$ cat config.mk
export PLATFORM = sky130hd
export DESIGN_NAME = qs_srt_prog_loader_flat
export DESIGN_NICKNAME = d
export VERILOG_FILES = /design/src/rtl/qs_srt_pkg.sv /design/src/rtl/qs_srt_prog_loader_if.sv /design/src/rtl/qs_srt_prog_loader.sv /design/src/flat_wrapper.sv
export SDC_FILE = /design/constraint.sdc
export NUM_CORES = 1
export LEC_CHECK = 0
export CAP_MARGIN = 5
export CORE_UTILIZATION = 46
export DETAILED_ROUTE_END_ITERATION = 16
export HOLD_SLACK_MARGIN = 0.02
export MAX_ROUTING_LAYER = met4
export PLACE_DENSITY = 0.8
export SYNTH_ARGS = -nofsm -noshare
export SYNTH_HDL_FRONTEND = slang
export SYNTH_SLANG_ARGS = --single-unit
$ cat constraint.sdc
create_clock -name clk -period 1.6 [get_ports clk]
set_input_delay 0.16 -clock clk [delete_from_list [all_inputs] [get_ports clk]]
set_output_delay 0.16 -clock clk [all_outputs]
set_load 0.05 [all_outputs]
$ cat src/rtl/qs_srt_pkg.sv
// Shared qs_srt instruction-word layout and opcode set.
package qs_srt_pkg;

    typedef enum logic [3:0] {
        NOP   = 4'd0,
        JCC   = 4'd1,
        PP    = 4'd2,
        MEM   = 4'd3,
        MOV   = 4'd4,
        ARITH = 4'd5,
        CRET  = 4'd6,
        CNTRL = 4'd7
    } opcode_e;

    typedef struct packed {
        opcode_e     opcode;
        logic [3:0]  cond;
        logic [3:0]  dst;
        logic [3:0]  src;
        logic [15:0] imm;
    } inst_t;

endpackage

$ cat src/rtl/qs_srt_prog_loader_if.sv
// Host-config, word-stream and imem-write bundle of the program loader.
interface qs_srt_prog_loader_if #(
    parameter int ADDR_W = 8
);
    import qs_srt_pkg::*;

    logic                     cfg_start;
    logic [ADDR_W-1:0]        cfg_base;
    logic [ADDR_W:0]          cfg_len;
    logic                     in_vld;
    inst_t                    in_inst;
    logic                     in_rdy;
    logic                     imem_wr_en;
    logic [ADDR_W-1:0]        imem_wr_addr;
    inst_t                    imem_wr_data;
    logic                     busy;
    logic                     done;
    logic                     err;
    logic [ADDR_W-1:0]        err_addr;
    logic [ADDR_W:0]          wr_cnt;
    logic [$bits(inst_t)-1:0] csum;

    modport master (
        output cfg_start, cfg_base, cfg_len, in_vld, in_inst,
        input  in_rdy, imem_wr_en, imem_wr_addr, imem_wr_data,
               busy, done, err, err_addr, wr_cnt, csum
    );

    modport slave (
        input  cfg_start, cfg_base, cfg_len, in_vld, in_inst,
        output in_rdy, imem_wr_en, imem_wr_addr, imem_wr_data,
               busy, done, err, err_addr, wr_cnt, csum
    );

endinterface

$ cat src/rtl/qs_srt_prog_loader.sv
// Streams host instruction words into imem, rejecting illegal opcodes and
// tracking progress and an XOR checksum of everything committed.
module qs_srt_prog_loader
    import qs_srt_pkg::*;
#(
    parameter int ADDR_W = 8,
    parameter int INST_W = $bits(qs_srt_pkg::inst_t)
) (
    input  logic                  clk,
    input  logic                  rst,
    qs_srt_prog_loader_if.slave   bus
);

    typedef enum logic [1:0] {S_IDLE, S_LOAD, S_DONE, S_ERROR} state_e;

    state_e              state_q, state_d;
    logic                in_rdy_q, in_rdy_d;
    logic                wr_en_q, wr_en_d;
    logic [ADDR_W-1:0]   wr_addr_q, wr_addr_d;
    inst_t               wr_data_q, wr_data_d;
    logic [ADDR_W-1:0]   ptr_q, ptr_d;
    logic [ADDR_W:0]     rem_q, rem_d;
    logic                done_q, done_d;
    logic                err_q, err_d;
    logic [ADDR_W-1:0]   err_addr_q, err_addr_d;
    logic [ADDR_W:0]     wr_cnt_q, wr_cnt_d;
    logic [INST_W-1:0]   csum_q, csum_d;

    logic hs;
    logic op_legal;
    logic start_ok;
    logic last_word;

    assign hs        = in_rdy_q & bus.in_vld;
    assign start_ok  = bus.cfg_start & (state_q != S_LOAD);
    assign last_word = (rem_q == (ADDR_W + 1)'(1));

    always_comb begin
        op_legal = 1'b0;
        case (bus.in_inst.opcode)
            NOP, JCC, PP, MEM, MOV, ARITH, CRET, CNTRL: op_legal = 1'b1;
            default:                                    op_legal = 1'b0;
        endcase
    end

    // State register
    always_ff @(posedge clk) begin
        if (rst) begin
            state_q <= S_IDLE;
        end else begin
            state_q <= state_d;
        end
    end

    // Next-state logic; cfg_start is ignored while a session is loading
    always_comb begin
        state_d = state_q;
        case (state_q)
            S_LOAD: begin
                if (hs) begin
                    if (!op_legal) begin
                        state_d = S_ERROR;
                    end else if (last_word) begin
                        state_d = S_DONE;
                    end
                end
            end
            default: begin
                if (bus.cfg_start) begin
                    state_d = (bus.cfg_len == '0) ? S_DONE : S_LOAD;
                end
            end
        endcase
    end

    // Output / datapath next values
    always_comb begin
        in_rdy_d   = (state_d == S_LOAD);
        wr_en_d    = 1'b0;
        wr_addr_d  = wr_addr_q;
        wr_data_d  = wr_data_q;
        ptr_d      = ptr_q;
        rem_d      = rem_q;
        done_d     = done_q;
        err_d      = err_q;
        err_addr_d = err_addr_q;
        wr_cnt_d   = wr_cnt_q;
        csum_d     = csum_q;

        if (start_ok) begin
            ptr_d      = bus.cfg_base;
            rem_d      = bus.cfg_len;
            done_d     = (bus.cfg_len == '0);
            err_d      = 1'b0;
            err_addr_d = '0;
            wr_cnt_d   = '0;
            csum_d     = '0;
        end else if (hs) begin
            if (op_legal) begin
                wr_en_d   = 1'b1;
                wr_addr_d = ptr_q;
                wr_data_d = bus.in_inst;
                ptr_d     = ptr_q + ADDR_W'(1);
                rem_d     = rem_q - (ADDR_W + 1)'(1);
                wr_cnt_d  = wr_cnt_q + (ADDR_W + 1)'(1);
                csum_d    = csum_q ^ INST_W'(bus.in_inst);
                done_d    = last_word;
            end else begin
                err_d      = 1'b1;
                err_addr_d = ptr_q;
            end
        end
    end

    always_ff @(posedge clk) begin
        if (rst) begin
            in_rdy_q   <= 1'b0;
            wr_en_q    <= 1'b0;
            wr_addr_q  <= '0;
            wr_data_q  <= '0;
            ptr_q      <= '0;
            rem_q      <= '0;
            done_q     <= 1'b0;
            err_q      <= 1'b0;
            err_addr_q <= '0;
            wr_cnt_q   <= '0;
            csum_q     <= '0;
        end else begin
            in_rdy_q   <= in_rdy_d;
            wr_en_q    <= wr_en_d;
            wr_addr_q  <= wr_addr_d;
            wr_data_q  <= wr_data_d;
            ptr_q      <= ptr_d;
            rem_q      <= rem_d;
            done_q     <= done_d;
            err_q      <= err_d;
            err_addr_q <= err_addr_d;
            wr_cnt_q   <= wr_cnt_d;
            csum_q     <= csum_d;
        end
    end

    assign bus.in_rdy       = in_rdy_q;
    assign bus.imem_wr_en   = wr_en_q;
    assign bus.imem_wr_addr = wr_addr_q;
    assign bus.imem_wr_data = wr_data_q;
    assign bus.busy         = (state_q == S_LOAD);
    assign bus.done         = done_q;
    assign bus.err          = err_q;
    assign bus.err_addr     = err_addr_q;
    assign bus.wr_cnt       = wr_cnt_q;
    assign bus.csum         = csum_q;

endmodule

$ cat src/flat_wrapper.sv
// flat-port wrapper written by rule: the top's interface ports become plain ports
module qs_srt_prog_loader_flat import qs_srt_pkg::*;
#(
    parameter int ADDR_W = 8,
    parameter int INST_W = $bits(qs_srt_pkg::inst_t)
)
  (clk, rst, bus_cfg_start, bus_cfg_base, bus_cfg_len, bus_in_vld, bus_in_inst, bus_in_rdy, bus_imem_wr_en, bus_imem_wr_addr, bus_imem_wr_data, bus_busy, bus_done, bus_err, bus_err_addr, bus_wr_cnt, bus_csum);
  qs_srt_prog_loader_if #(.ADDR_W(ADDR_W)) bus_i ();
  input  logic clk;
  input  logic rst;
  input wire logic [$bits(bus_i.cfg_start)-1:0] bus_cfg_start;
  input wire logic [$bits(bus_i.cfg_base)-1:0] bus_cfg_base;
  input wire logic [$bits(bus_i.cfg_len)-1:0] bus_cfg_len;
  input wire logic [$bits(bus_i.in_vld)-1:0] bus_in_vld;
  input wire logic [$bits(bus_i.in_inst)-1:0] bus_in_inst;
  output wire logic [$bits(bus_i.in_rdy)-1:0] bus_in_rdy;
  output wire logic [$bits(bus_i.imem_wr_en)-1:0] bus_imem_wr_en;
  output wire logic [$bits(bus_i.imem_wr_addr)-1:0] bus_imem_wr_addr;
  output wire logic [$bits(bus_i.imem_wr_data)-1:0] bus_imem_wr_data;
  output wire logic [$bits(bus_i.busy)-1:0] bus_busy;
  output wire logic [$bits(bus_i.done)-1:0] bus_done;
  output wire logic [$bits(bus_i.err)-1:0] bus_err;
  output wire logic [$bits(bus_i.err_addr)-1:0] bus_err_addr;
  output wire logic [$bits(bus_i.wr_cnt)-1:0] bus_wr_cnt;
  output wire logic [$bits(bus_i.csum)-1:0] bus_csum;
  assign bus_i.cfg_start = bus_cfg_start;
  assign bus_i.cfg_base = bus_cfg_base;
  assign bus_i.cfg_len = bus_cfg_len;
  assign bus_i.in_vld = bus_in_vld;
  assign bus_i.in_inst = bus_in_inst;
  assign bus_in_rdy = bus_i.in_rdy;
  assign bus_imem_wr_en = bus_i.imem_wr_en;
  assign bus_imem_wr_addr = bus_i.imem_wr_addr;
  assign bus_imem_wr_data = bus_i.imem_wr_data;
  assign bus_busy = bus_i.busy;
  assign bus_done = bus_i.done;
  assign bus_err = bus_i.err;
  assign bus_err_addr = bus_i.err_addr;
  assign bus_wr_cnt = bus_i.wr_cnt;
  assign bus_csum = bus_i.csum;
  qs_srt_prog_loader #(.ADDR_W(ADDR_W), .INST_W(INST_W)) u_core (.clk(clk), .rst(rst), .bus(bus_i));
endmodule
======== Word-level counts from Yosys, hierarchy flattened ========
Index checks and enable logic that the tools add are counted.
Widths: inputs -> output; s select.
storage, ports and cells
  bits in registers ....................... 112
  input port bits ......................... 53
  logic and storage cells ................. 55
  output and inout bits ................... 94
operators by class
  reduce and logical (&&, ||, !) cells .... 9
  bitwise logic cells ..................... 6
  add/sub/neg operators ................... 3
  equality and inequality tests ........... 4
  multiplexer cells ....................... 17
operators by type and width
  cell                 count
  $xor 32x32->32       1
  $mux 9               3
  $mux 8               3
  $mux 2               6
  $add 9x1->9 const B  1
  $eq 9x1->1 const B   1
  $logic_not 9->1      1
  $sub 9x1->9 const B  1
  $add 8x1->8 const B  1
  $reduce_and 2->1     3
  $mux 1               5
  $eq 2x1->1 const B   2
  $reduce_bool 2->1    2
  $not 1->1            3
  $reduce_and 3->1     1
  $reduce_or 3->1      1
  $and 1x1->1          2
  $ne 2x1->1 const B   1
  $reduce_or 2->1      1

======== Logic depth before layout (Yosys ltp) ========
Gate-level depths: netlist (run 1).
  depth after elaboration ................. 6
  mapped depth ............................ 7
  depth with buffers taken out ............ 5

======== Least setup slack after synthesis (run 1) ========
OpenSTA, ideal clock, no wires.
  path type ............................... flip-flop to flip-flop
  start point ............................. register u_core.in_rdy_q (netlist: u_core.bus.in_rdy)
  end point ............................... register u_core.wr_addr_q[0] (netlist: u_core.bus.imem_wr_addr[0])
  path buffers ............................ 1
  library setup time ...................... 0.128 ns
  clock period less this slack ............ 1.724 ns
  required time ........................... 1.472 ns
  path slack .............................. -0.124 ns
  arrival ................................. 1.596 ns
  stages on the path, launching flop included .. 6
  cells stage by stage .................... dfxtp_1 -> nand3b_2 -> a21oi_4 -> buf_6 -> mux2i_1 -> nor2_1
between the ends
  longest elaborated chain between the ends .. 2
ends and longest elaborated chain
  item                               RTL line                   text
  start, declared                    qs_srt_prog_loader.sv:17   logic in_rdy_q, in_rdy_d;
  start signal, assigned             qs_srt_prog_loader.sv:129  in_rdy_q <= in_rdy_d;
  $and 1x1->1                        qs_srt_prog_loader.sv:34   assign hs = in_rdy_q & bus.in_vld;
  $reduce_and 3->1 (no source line)  --
  end signal, assigned               qs_srt_prog_loader.sv:131  wr_addr_q <= wr_addr_d;
  end, declared                      qs_srt_prog_loader.sv:19   logic [ADDR_W-1:0] wr_addr_q, wr_addr_d;
Every way passes these cells.
A chain may end at the register's enable or synchronous reset.

======== Final worst setup path (run 1) ========
  start point ............................. register u_core.state_q[1]
  end point ............................... output bus_busy
between the ends
  longest elaborated chain between the ends .. 1
ends and longest elaborated chain
  item                    RTL line                   text
  start, declared         qs_srt_prog_loader.sv:16   state_e state_q, state_d;
  start signal, assigned  qs_srt_prog_loader.sv:51   state_q <= state_d;
  $eq 2x1->1              qs_srt_prog_loader.sv:147  assign bus.busy = (state_q == S_LOAD);
  end, declared           flat_wrapper.sv:20         output wire logic [$bits(bus_i.busy)-1:0] bus_busy;
Every way passes these cells.

==> run summary, run 1 <==
status: finished clean
hold_buf cts: 0
post-detailed-route count of antenna-violating nets: 0
distinct cell type count after synthesis: 35
core area: 0.009328 sq mm
Fin Hold WS: 202.9 ps
clock sinks: 112
area leader, netlist: dfxtp_1
fillers: 770
Post-synth top flop: dfxtp_1
Final #Nets: 690
Site Rows: 35
Post-CTS Setup Bufs: 0
largest net degree at the start of global routing: 32
vias in the first global route: 3,835
htree depth: 3
Wirelength per Cell: 14.04 microns
PortBufs: 146
Tmin final: 1509 ps
drt pass-1 iters: 4
worst hold path type: in -> reg
CP cell instances: nand2b_1 -> buf_4 -> inv_1 -> buf_12
#FFs+latches synth: 112
clk buf depth: 2
routability cong.: 0.8410
RSZ-0062 raised after global routing: no
Vias/cell: 4.986
Post-synth EDFFs: 0
Area Growth Syn to Fin: 37.72%
Ports: 147
Max Clock Skew: 13.12 ps
via count: 3,824
max-slew violations: 0
Final Hold Viols: 0
Arrival @ worst endpoint: 1350 ps
PD cells: 881.2 mW/mm^2
commonest non-fill, non-tap cell in the layout: dfxtp_1
CP max stage delay: 330 ps
slowest CP cell: dfxtp_1
Clk Latency, worst-skew pair: 360 ps
f_max: 662.6 MHz
final number of setup-violating endpoints: 0
slew at the pin with the worst max-slew slack: 481.5 ps
DRT iter0 DRCs: 143
Root Buffer: clkbuf_8
Synth async-reset ratio: 0%
Worst-path clk slew: 100 ps
max cap viols: 0
Slew HR: 68.03%
first-pass GRT wire length: 17,930 microns
Setup CP Type: reg -> out
GR Util All Layers: 22.82%
Die Span Y: 100.5 microns
residual DRC count: 0
Synth Warn #: 0
antenna violations before repair: 0
Peak VDD IR: 0.4816 mV
DRT Wirelength: 10,770 microns
Critical Path Sink Type: output pin
Pwr Total: 5415 uW
CTS tree: yes
post-synthesis area per instance: 9.181 sq um
DIE WIDTH: 100.5 microns
CP required: 1440 ps
Worst Path Max Fanout: 5
die area: 0.01010 sq mm
starting density of the core: 47.83%
share of the synthesized area in the top cell type: 50.25%
GRT overflow: 0
commonest cells after routing, fill and taps aside: dfxtp_1 (111), nor2_1 (106), buf_4 (104)
post-synthesis sequential area ratio: 50.25%
Leakage: 0.002419 uW
Final Cycle Share: 94.33%
type of origin of the critical path: flip-flop
cell count after synthesis: 486
Synth area leaders: dfxtp_1 (50%), nor2_1 (8.9%), mux2i_1 (8.7%)
diodes inserted: 0
layout cells sized above 1: 21.63%
cts bufs inserted: 9
post-DP HPWL: 8002 microns
syn nets: 543
mapped cell area: 0.004462 sq mm
-- synthesized netlist by cell type, types with 9 or more instances --
library cell,instances
buf_2,13
xnor2_1,12
nand4_1,9
nor2_1,106
a21oi_1,11
xor2_1,41
nand2_1,66
dfxtp_1,112
a211oi_1,14
mux2i_1,39
clkbuf_1,11
nor3_1,10
-- power breakdown --
| group | internal (uW) | leakage [uW] | switching (uW) |
|---|---|---|---|
| combinational | 329 | 0.00141 | 402 |
| clock | 758 | 0.000104 | 981 |
| sequential | 2860 | 0.000909 | 81.0 |
-- routing by layer --
metal	GRT usage (%)	vias up	routed length [microns]
met5	-	-	0
met4	6.466	0	142
met3	5.687	12	714
met2	38.04	134	5346
met1	27.41	1793	4566
li1	-	1885	-
-- path summary, 6_finish.rpt --
path | end | cells after the start | from | slack [ps]
setup / recovery | bus_busy | 4 | u_core.state_q[1]$_SDFF_PP0_ | 90
hold / removal | u_core.state_q[1]$_SDFF_PP0_ | 2 | rst | 200
setup reg to reg | u_core.bus.imem_wr_data[25]$_SDFFE_PP0P_ | 5 | u_core.state_q[1]$_SDFF_PP0_ | 180
hold reg to reg | u_core.bus.csum[31]$_SDFFE_PP0P_ | 2 | u_core.bus.csum[31]$_SDFFE_PP0P_ | 460
-- sequential cells by signal, summed over array words and instances, names as in the netlist --
signal and cells:
u_core.bus.wr_cnt 9, u_core.bus.err_addr 8, u_core.bus.in_rdy 1, u_core.bus.imem_wr_addr 8
u_core.bus.err 1, u_core.bus.imem_wr_en 1, u_core.rem_q 9, u_core.bus.csum 32
u_core.state_q 2, u_core.ptr_q 8, u_core.bus.imem_wr_data 32, u_core.bus.done 1
-- critical path: cells and delay by family (launching register included) --
| family | cells | cell delay, ps |
|---|---|---|
| buffers and inverters | 3 | 450 |
| flip-flops | 1 | 330 |
| AND/OR/NAND/NOR | 1 | 220 |
-- logic make-up after synthesis --
family          share of synthesized area (%)
simple gates                            20.47
mux                                     8.749
flops                                   50.25
fa+ha+maj                               1.122
xor+xnor                                10.40
compound gates                          5.104
buf+inv                                 3.898
-- per-stage QoR --
step                      TNS, ps  utilization (%)  worst slack [ps]  std cells  cell area [sq um]
final                           0            65.88             90.76        767               6145
after global routing            0            65.88             15.74        767               6145
after CTS                       0            65.88             95.72        767               6145
after detailed placement    -6852            63.64            -140.0        751               5936
after global placement      -4281            63.64            -90.57        751               5936
after floorplan                 0                -             80.88        486               4463
-- layout make-up --
class / count / area [sq um] / share of cell area, %
tap: 129 / 161.4 / 2.627
sequential: 112 / 2243 / 36.51
inverter: 4 / 15.01 / 0.2443
clock buffer: 9 / 123.9 / 2.016
timing repair buffer: 165 / 1465 / 23.84
clock inverter: 7 / 86.33 / 1.405
multi-input combinational: 341 / 2049 / 33.35
-- repair_timing --
| item | 4_1_cts | 5_1_grt |
|---|---|---|
| hold endpoints to repair | 0 | 0 |
| setup endpoints to repair | 1 | 0 |
| resized for setup | 1 | 0 |
(Power assumes the default switching activity.)
==> inputs of run 2 (changes only) <==
--- a/config.mk
+++ b/config.mk
@@ -6,6 +6,7 @@
 export NUM_CORES = 1
 export LEC_CHECK = 0
 export CAP_MARGIN = 5
+export CORE_MARGIN = 2
 export CORE_UTILIZATION = 46
 export DETAILED_ROUTE_END_ITERATION = 16
 export HOLD_SLACK_MARGIN = 0.02
==> run summary, run 2 (synthesis gave the netlist of run 1 again) <==
status: finished clean
via count: 3,789
Setup TNS: 0 ps
Root Buffer: clkbuf_8
post-detailed-route count of antenna-violating nets: 0
DRT iter0 DRCs: 103
final number of setup-violating endpoints: 0
drt pass-1 iters: 4
RSZ-0062 raised after global routing: no
starting density of the core: 47.83%
GR Util All Layers: 21.47%
vias in the first global route: 3,578
antenna violations before repair: 0
Final Hold Viols: 0
Finished Cell Area: 0.006156 sq mm
post-layout util: 66.00%
GRT overflow: 0
multi-input logic area: 0.002052 sq mm
diodes inserted: 0
Worst-path clk slew: 100 ps
htree depth: 3
commonest non-fill, non-tap cell in the layout: dfxtp_1
Die Span Y: 102.5 microns
Final Cycle Share: 93.30%
placed inst area: 0.005938 sq mm
Fin Hold WS: 397.3 ps
largest net degree at the start of global routing: 34
Vias/cell: 4.921
Setup CP Type: reg -> reg
cts bufs inserted: 9
Leakage: 0.002426 uW
DRT Wirelength: 10,930 microns
PD cells: 877.4 mW/mm^2
f_max: 669.9 MHz
Critical Path Sink Type: flip-flop
post-DP HPWL: 8171 microns
CTS tree: yes
max-slew violations: 0
Ports: 147
max cap viols: 0
slew at the pin with the worst max-slew slack: 483.7 ps
Reg area: 0.002243 sq mm
routability cong.: 0.8494
die area: 0.01050 sq mm
Peak VDD IR: 0.5667 mV
type of origin of the critical path: flip-flop
commonest cells after routing, fill and taps aside: dfxtp_1 (111), buf_4 (107), nor2_1 (106)
PortBufs: 146
Worst Path Max Fanout: 23
Max Clock Skew: 9.461 ps
layout cells sized above 1: 21.84%
core area: 0.009328 sq mm
Pwr Total: 5401 uW
Arrival @ worst endpoint: 1750 ps
Slew HR: 67.88%
Area Growth Syn to Fin: 37.97%
clock sinks: 112
Clk Latency, worst-skew pair: 370 ps
residual DRC count: 0
clk buf depth: 2
Final #Nets: 693
first-pass GRT wire length: 17,180 microns
DIE WIDTH: 102.5 microns
Tmin final: 1493 ps
fillers: 780
Wirelength per Cell: 14.20 microns
Site Rows: 35
CP required: 1850 ps
worst hold path type: in -> reg
run 2: final cells by class:
class	instances	area share, %
Tap cell	129	2.622
Sequential cell	112	36.44
Clock buffer	12	2.520
Timing Repair Buffer	168	24.00
Clock inverter	4	0.8333
Inverter	4	0.2439
Multi-Input combinational cell	341	33.33
run 2: through the flow:
| step | cells | setup WS [ps] |
|---|---|---|
| 2_1_floorplan | 486 | 80.88 |
| 3_3_place_gp | 753 | -113.0 |
| 3_5_place_dp | 753 | -206.0 |
| 4_1_cts | 770 | 43.90 |
| 5_1_grt | 770 | 24.08 |
| 6_report | 770 | 107.2 |
run 2: routing by layer:
metal  vias to the layer above  routed length [microns]  track usage, %
met1                      1751                     4744           26.65
met5                         -                        0               -
met2                       125                     5270           33.99
met4                         0                      225           7.897
met3                        19                      694           5.198
li1                       1894                        -               -
run 2: final timing paths:
check / startpoint / endpoint / slack, ps / cells after the start
setup / recovery: u_core.state_q[1]$_SDFF_PP0_ / u_core.bus.imem_wr_data[15]$_SDFFE_PP0P_ / 110 / 5
hold / removal: bus_cfg_base[6] / u_core.ptr_q[6]$_SDFFE_PP0P_ / 400 / 3
setup reg to reg: u_core.state_q[1]$_SDFF_PP0_ / u_core.bus.imem_wr_data[15]$_SDFFE_PP0P_ / 110 / 5
hold reg to reg: u_core.bus.csum[31]$_SDFFE_PP0P_ / u_core.bus.csum[31]$_SDFFE_PP0P_ / 440 / 2
run 2: critical path, stage by stage, from the launching register on:
cell and delay (ps):
dfxtp_1 330, nand2b_2 260, a21oi_4 250, buf_12 230, mux2i_1 240, nor2_1 60
run 2: where the power goes:
part / total, uW / switching (uW) / leakage [uW] / internal, uW
Clock: 1730 / 914 / 0.000103 / 814
Sequential: 2940 / 80.4 / 0.000909 / 2860
Combinational: 729 / 400 / 0.00141 / 328
run 2: timing repair:
item / CTS / global route
hold endpoints to repair: 1 / 0
hold buffers: 1 / 0
resized for setup: 1 / 1
buffers inserted: 0 / 0
endpoints found under the setup margin: 1 / 12
==> edit 1, RTL diff (flow settings as in run 1) <==
`ADDR_W` is set to 8 in 3 places; all go to 7.
--- a/src/rtl/qs_srt_prog_loader_if.sv
+++ b/src/rtl/qs_srt_prog_loader_if.sv
@@ -1,6 +1,6 @@
 // Host-config, word-stream and imem-write bundle of the program loader.
 interface qs_srt_prog_loader_if #(
-    parameter int ADDR_W = 8
+    parameter int ADDR_W = 7
 );
     import qs_srt_pkg::*;
 
--- a/src/rtl/qs_srt_prog_loader.sv
+++ b/src/rtl/qs_srt_prog_loader.sv
@@ -3,7 +3,7 @@
 module qs_srt_prog_loader
     import qs_srt_pkg::*;
 #(
-    parameter int ADDR_W = 8,
+    parameter int ADDR_W = 7,
     parameter int INST_W = $bits(qs_srt_pkg::inst_t)
 ) (
     input  logic                  clk,
--- a/src/flat_wrapper.sv
+++ b/src/flat_wrapper.sv
@@ -1,7 +1,7 @@
 // flat-port wrapper written by rule: the top's interface ports become plain ports
 module qs_srt_prog_loader_flat import qs_srt_pkg::*;
 #(
-    parameter int ADDR_W = 8,
+    parameter int ADDR_W = 7,
     parameter int INST_W = $bits(qs_srt_pkg::inst_t)
 )
   (clk, rst, bus_cfg_start, bus_cfg_base, bus_cfg_len, bus_in_vld, bus_in_inst, bus_in_rdy, bus_imem_wr_en, bus_imem_wr_addr, bus_imem_wr_data, bus_busy, bus_done, bus_err, bus_err_addr, bus_wr_cnt, bus_csum);
Ports: changed (5 resized); port bits go from 147 to 142. No check against the original RTL was run, so the function may have changed too.
==> edit 1 against run 1 <==
Sequential cell count is 5 lower; synthesized cell count shrank 8.6%; wire length down 7.7%; core utilization is 0.76 points higher; count of clock-buffer cells in the layout rose by 2; area after synthesis down 6.4%; cell area down 5.0%; first-iteration DRC count decreased by 26%; setup slack improved by 0.020 ns; register-to-register slack got worse by 0.07 ns; power decreased by 7.7%; critical path depth up 1; critical path type is now flip-flop to flip-flop; critical endpoint is now u_core.ptr_q[1]$_SDFFE_PP0P_.
==> edit 1: results <==
{
  "outcome": "finished, final reports clean",
  "met2_usage_pct": 35.2,
  "rrSetupSlack_ns": 0.11,
  "fill_cells": 723,
  "syn-num-nets": 499,
  "max_stage_delay_ns": 0.38,
  "pre_cts_ws_ns": -0.173,
  "use_met3_pct": 4.96,
  "synth_area_leaders": "dfxtp_1 51%, mux2i_1 11%, nor2_1 9.2%, xor2_1 8.8%, nand2_1 4.3%",
  "max-vdd-ir-drop_uv": 525,
  "critPathArrivalTime_ns": 1.74,
  "initialDrtViolationCount": 106,
  "p_seq_share_pct": 56.0,
  "r2r-end": "u_core.ptr_q[1]$_SDFFE_PP0P_",
  "num-nets-final": 648,
  "grtUsageMet1_pct": 26.0,
  "yosysSeqAreaShare_pct": 51.3,
  "yosysUniqueCellTypes": 37,
  "worst_pin_slew_ns": 0.363,
  "skew_ns": 0.00523,
  "vias_per_cell": 5.02,
  "dp_hpwl_um": 7250,
  "hold_path_end": "u_core.bus.in_rdy$_SDFF_PP0_",
  "clock_power_mw": 1.48,
  "synthTopCellsByCount": "107 x dfxtp_1, 102 x nor2_1, 48 x nand2_1, 45 x mux2i_1, 42 x xor2_1",
  "port_buffers": 141,
  "gp_congestion": 0.881,
  "worstHoldPathCells": 3,
  "wl_met2_um": 4670,
  "grt_pass1_wl_um": 16100,
  "p_leak_nw": 2.40
}
edit 1: worst max path at each step:
stage	from	endpoint	slack [ns]	cells past startpoint
floorplan	u_core.bus.wr_cnt[2]$_SDFFE_PP0P_	u_core.bus.wr_cnt[7]$_SDFFE_PP0P_	0.05	4
global placement	bus_in_inst[31]	u_core.bus.imem_wr_data[26]$_SDFFE_PP0P_	-0.12	6
detailed placement	bus_in_vld	u_core.rem_q[6]$_SDFFE_PP0P_	-0.17	5
CTS	u_core.state_q[1]$_SDFF_PP0_	bus_busy	0.13	3
global route	u_core.bus.in_rdy$_SDFF_PP0_	u_core.ptr_q[1]$_SDFFE_PP0P_	0.04	5
finish	u_core.bus.in_rdy$_SDFF_PP0_	u_core.ptr_q[1]$_SDFFE_PP0P_	0.11	5
edit 1: stage by stage:
stage	utilization, %	hold slack (ns)	setup TNS [ns]	instance area, um^2	cells
after floorplan	-	0.307	0	4180	444
after global placement	64.6	0.428	-6.44	5670	690
after detailed placement	64.6	0.433	-7.62	5670	690
after CTS	66.6	0.126	0	5830	705
after global routing	66.6	0.139	0	5840	705
final	66.6	0.144	0	5840	705
edit 1: cells by family (layout without fill, tap and decap cells):
logic type / after synthesis / in the layout / share of synthesized area [%]
xor+xnor: 48 / 48 / 10.1
mux: 45 / 45 / 10.8
buf+inv: 30 / 183 / 2.94
simple gates: 183 / 183 / 18.8
fa+ha+maj: 4 / 4 / 1.20
compound gates: 27 / 27 / 4.94
flops: 107 / 107 / 51.3
edit 1: layout make-up:
cell class	instances	area share, %
sequential	107	36.7
multi-input combinational	307	33.0
timing repair buffer	163	24.7
clock buffer	11	2.42
tap	108	2.31
clock inverter	4	0.450
inverter	5	0.321
==> edit 2, RTL diff (flow settings as in run 1) <==
Made on the original files. Encoding of `state_e`: now one-hot (4 bits for 4 states).
--- a/src/rtl/qs_srt_prog_loader.sv
+++ b/src/rtl/qs_srt_prog_loader.sv
@@ -11,7 +11,7 @@
     qs_srt_prog_loader_if.slave   bus
 );
 
-    typedef enum logic [1:0] {S_IDLE, S_LOAD, S_DONE, S_ERROR} state_e;
+    typedef enum logic [3:0] {S_IDLE = 4'b0001, S_LOAD = 4'b0010, S_DONE = 4'b0100, S_ERROR = 4'b1000} state_e;
 
     state_e              state_q, state_d;
     logic                in_rdy_q, in_rdy_d;
Behaviour: no difference found for any inputs over 4 cycles, from zero or initial values and one cycle with rst high; so few cycles prove little.
==> edit 2 against run 1 <==
Count of clock-buffer cells in the layout increased by 8; non-clock buffer count increased by 42; fmax decreased by 18%; setup slack got worse by 0.34 ns; cell area increased by 22%; sequential cell count increased by 2; critical endpoint unchanged; register-to-register slack got worse by 0.42 ns; wire length increased by 33%; area after synthesis increased by 4.8%; power increased by 37%; the flow now finishes with violations (negative setup slack).
==> edit 2: results <==
{
  "p_leak_nw": 2.91,
  "hold_path_end": "u_core.bus.imem_wr_data[29]$_SDFFE_PP0P_",
  "wl_per_cell_um": 16.4,
  "seqCellArea_um2": 2290,
  "r2r-end": "u_core.bus.imem_wr_data[16]$_SDFFE_PP0P_",
  "initialDrtViolationCount": 209,
  "crit_path_max_fanout": 2,
  "yosysSeqAreaShare_pct": 48.8,
  "synth_adder_area_share_pct": 1.07,
  "synthTopCellsByCount": "145 x nand2_1, 114 x dfxtp_1, 64 x nor2_1, 41 x xor2_1, 26 x a21oi_1",
  "skew_ns": 0.0122,
  "r2r_cells": 9,
  "synth_xor_area_share_pct": 9.55,
  "cts_buffers": 17,
  "violations": "negative setup slack",
  "setup_viol": 113,
  "fill_cells": 653,
  "grt_usage_pct": 26.7,
  "power.density_nw_per_um2": 993,
  "dp_hpwl_um": 8300,
  "r2r_start": "u_core.state_q[2]$_SDFF_PP0_",
  "worstHoldPathCells": 3,
  "grt_pass1_wl_um": 21000,
  "outcome": "finished, violations left",
  "rrSetupSlack_ns": -0.24,
  "fin_tns_setup_ns": -19.92,
  "num-nets-final": 785,
  "grt_max_degree": 37,
  "multi_input_gates": 383,
  "cts.clk_slew.worst_paths_ns": 0.06,
  "synth_compound_area_share_pct": 11.8,
  "gp_congestion": 0.922,
  "clkLatencyLatePin_ns": 0.52,
  "drive_above_1_share_pct": 37.8,
  "yosysUniqueCellTypes": 45,
  "critPathArrivalTime_ns": 1.69,
  "dr_total_vias": 4492,
  "seq_cell_count": 114,
  "fin_ws_ns": -0.250,
  "clk_share_pct": 7.52,
  "htree_levels": 4
}
edit 2: per-layer routing:
layer | part of all wire, % | GRT usage [%] | wire, um
met1 | 42 | 30.8 | 5960
met3 | 7.2 | 7.46 | 1030
met2 | 50 | 45.7 | 7150
met5 | 0 | - | 0
met4 | 1.3 | 7.04 | 179
edit 2: power breakdown:
group | total [mW] | internal, mW | switching [mW]
registers | 2.97 | 2.90 | 0.0653
clock network | 3.60 | 2.10 | 1.50
logic | 0.865 | 0.424 | 0.441
edit 2: worst max path at each step:
stage / start / to / depth (start not counted)
global route: u_core.state_q[2]$_SDFF_PP0_ / u_core.bus.imem_wr_data[13]$_SDFFE_PP0P_ / 9
detailed placement: bus_in_inst[31] / u_core.bus.in_rdy$_SDFF_PP0_ / 6
global placement: bus_in_inst[31] / u_core.rem_q[8]$_SDFFE_PP0P_ / 6
finish: u_core.state_q[2]$_SDFF_PP0_ / bus_busy / 4
floorplan: u_core.state_q[2]$_SDFF_PP0_ / u_core.bus.imem_wr_data[5]$_SDFFE_PP0P_ / 8
CTS: u_core.state_q[3]$_SDFF_PP0_ / bus_busy / 4
edit 2: per-stage QoR:
step / cells / area [um^2] / hold WS, ns
detailed placement: 816 / 6240 / 0.421
finish: 874 / 7480 / 0.223
global placement: 816 / 6240 / 0.417
global route: 874 / 7480 / 0.231
floorplan: 534 / 4710 / 0.296
CTS: 865 / 7180 / 0.214
edit 2: what timing repair did:
item / 4_1_cts / 5_1_grt
hold buffers: 1 / 0
resized for setup: 20 / 50
setup buffers: 9 / 2
hold endpoints to repair: 5 / 0
pin swaps: 15 / 2
cloned: 7 / 7
setup endpoints to repair: 101 / 112
edit 2: worst max-delay path, stage by stage (launching register included):
cell      delay [ns]
dfxtp_1         0.31
or4b_4          0.56
buf_12          0.15
clkinv_8        0.04
buf_12          0.12
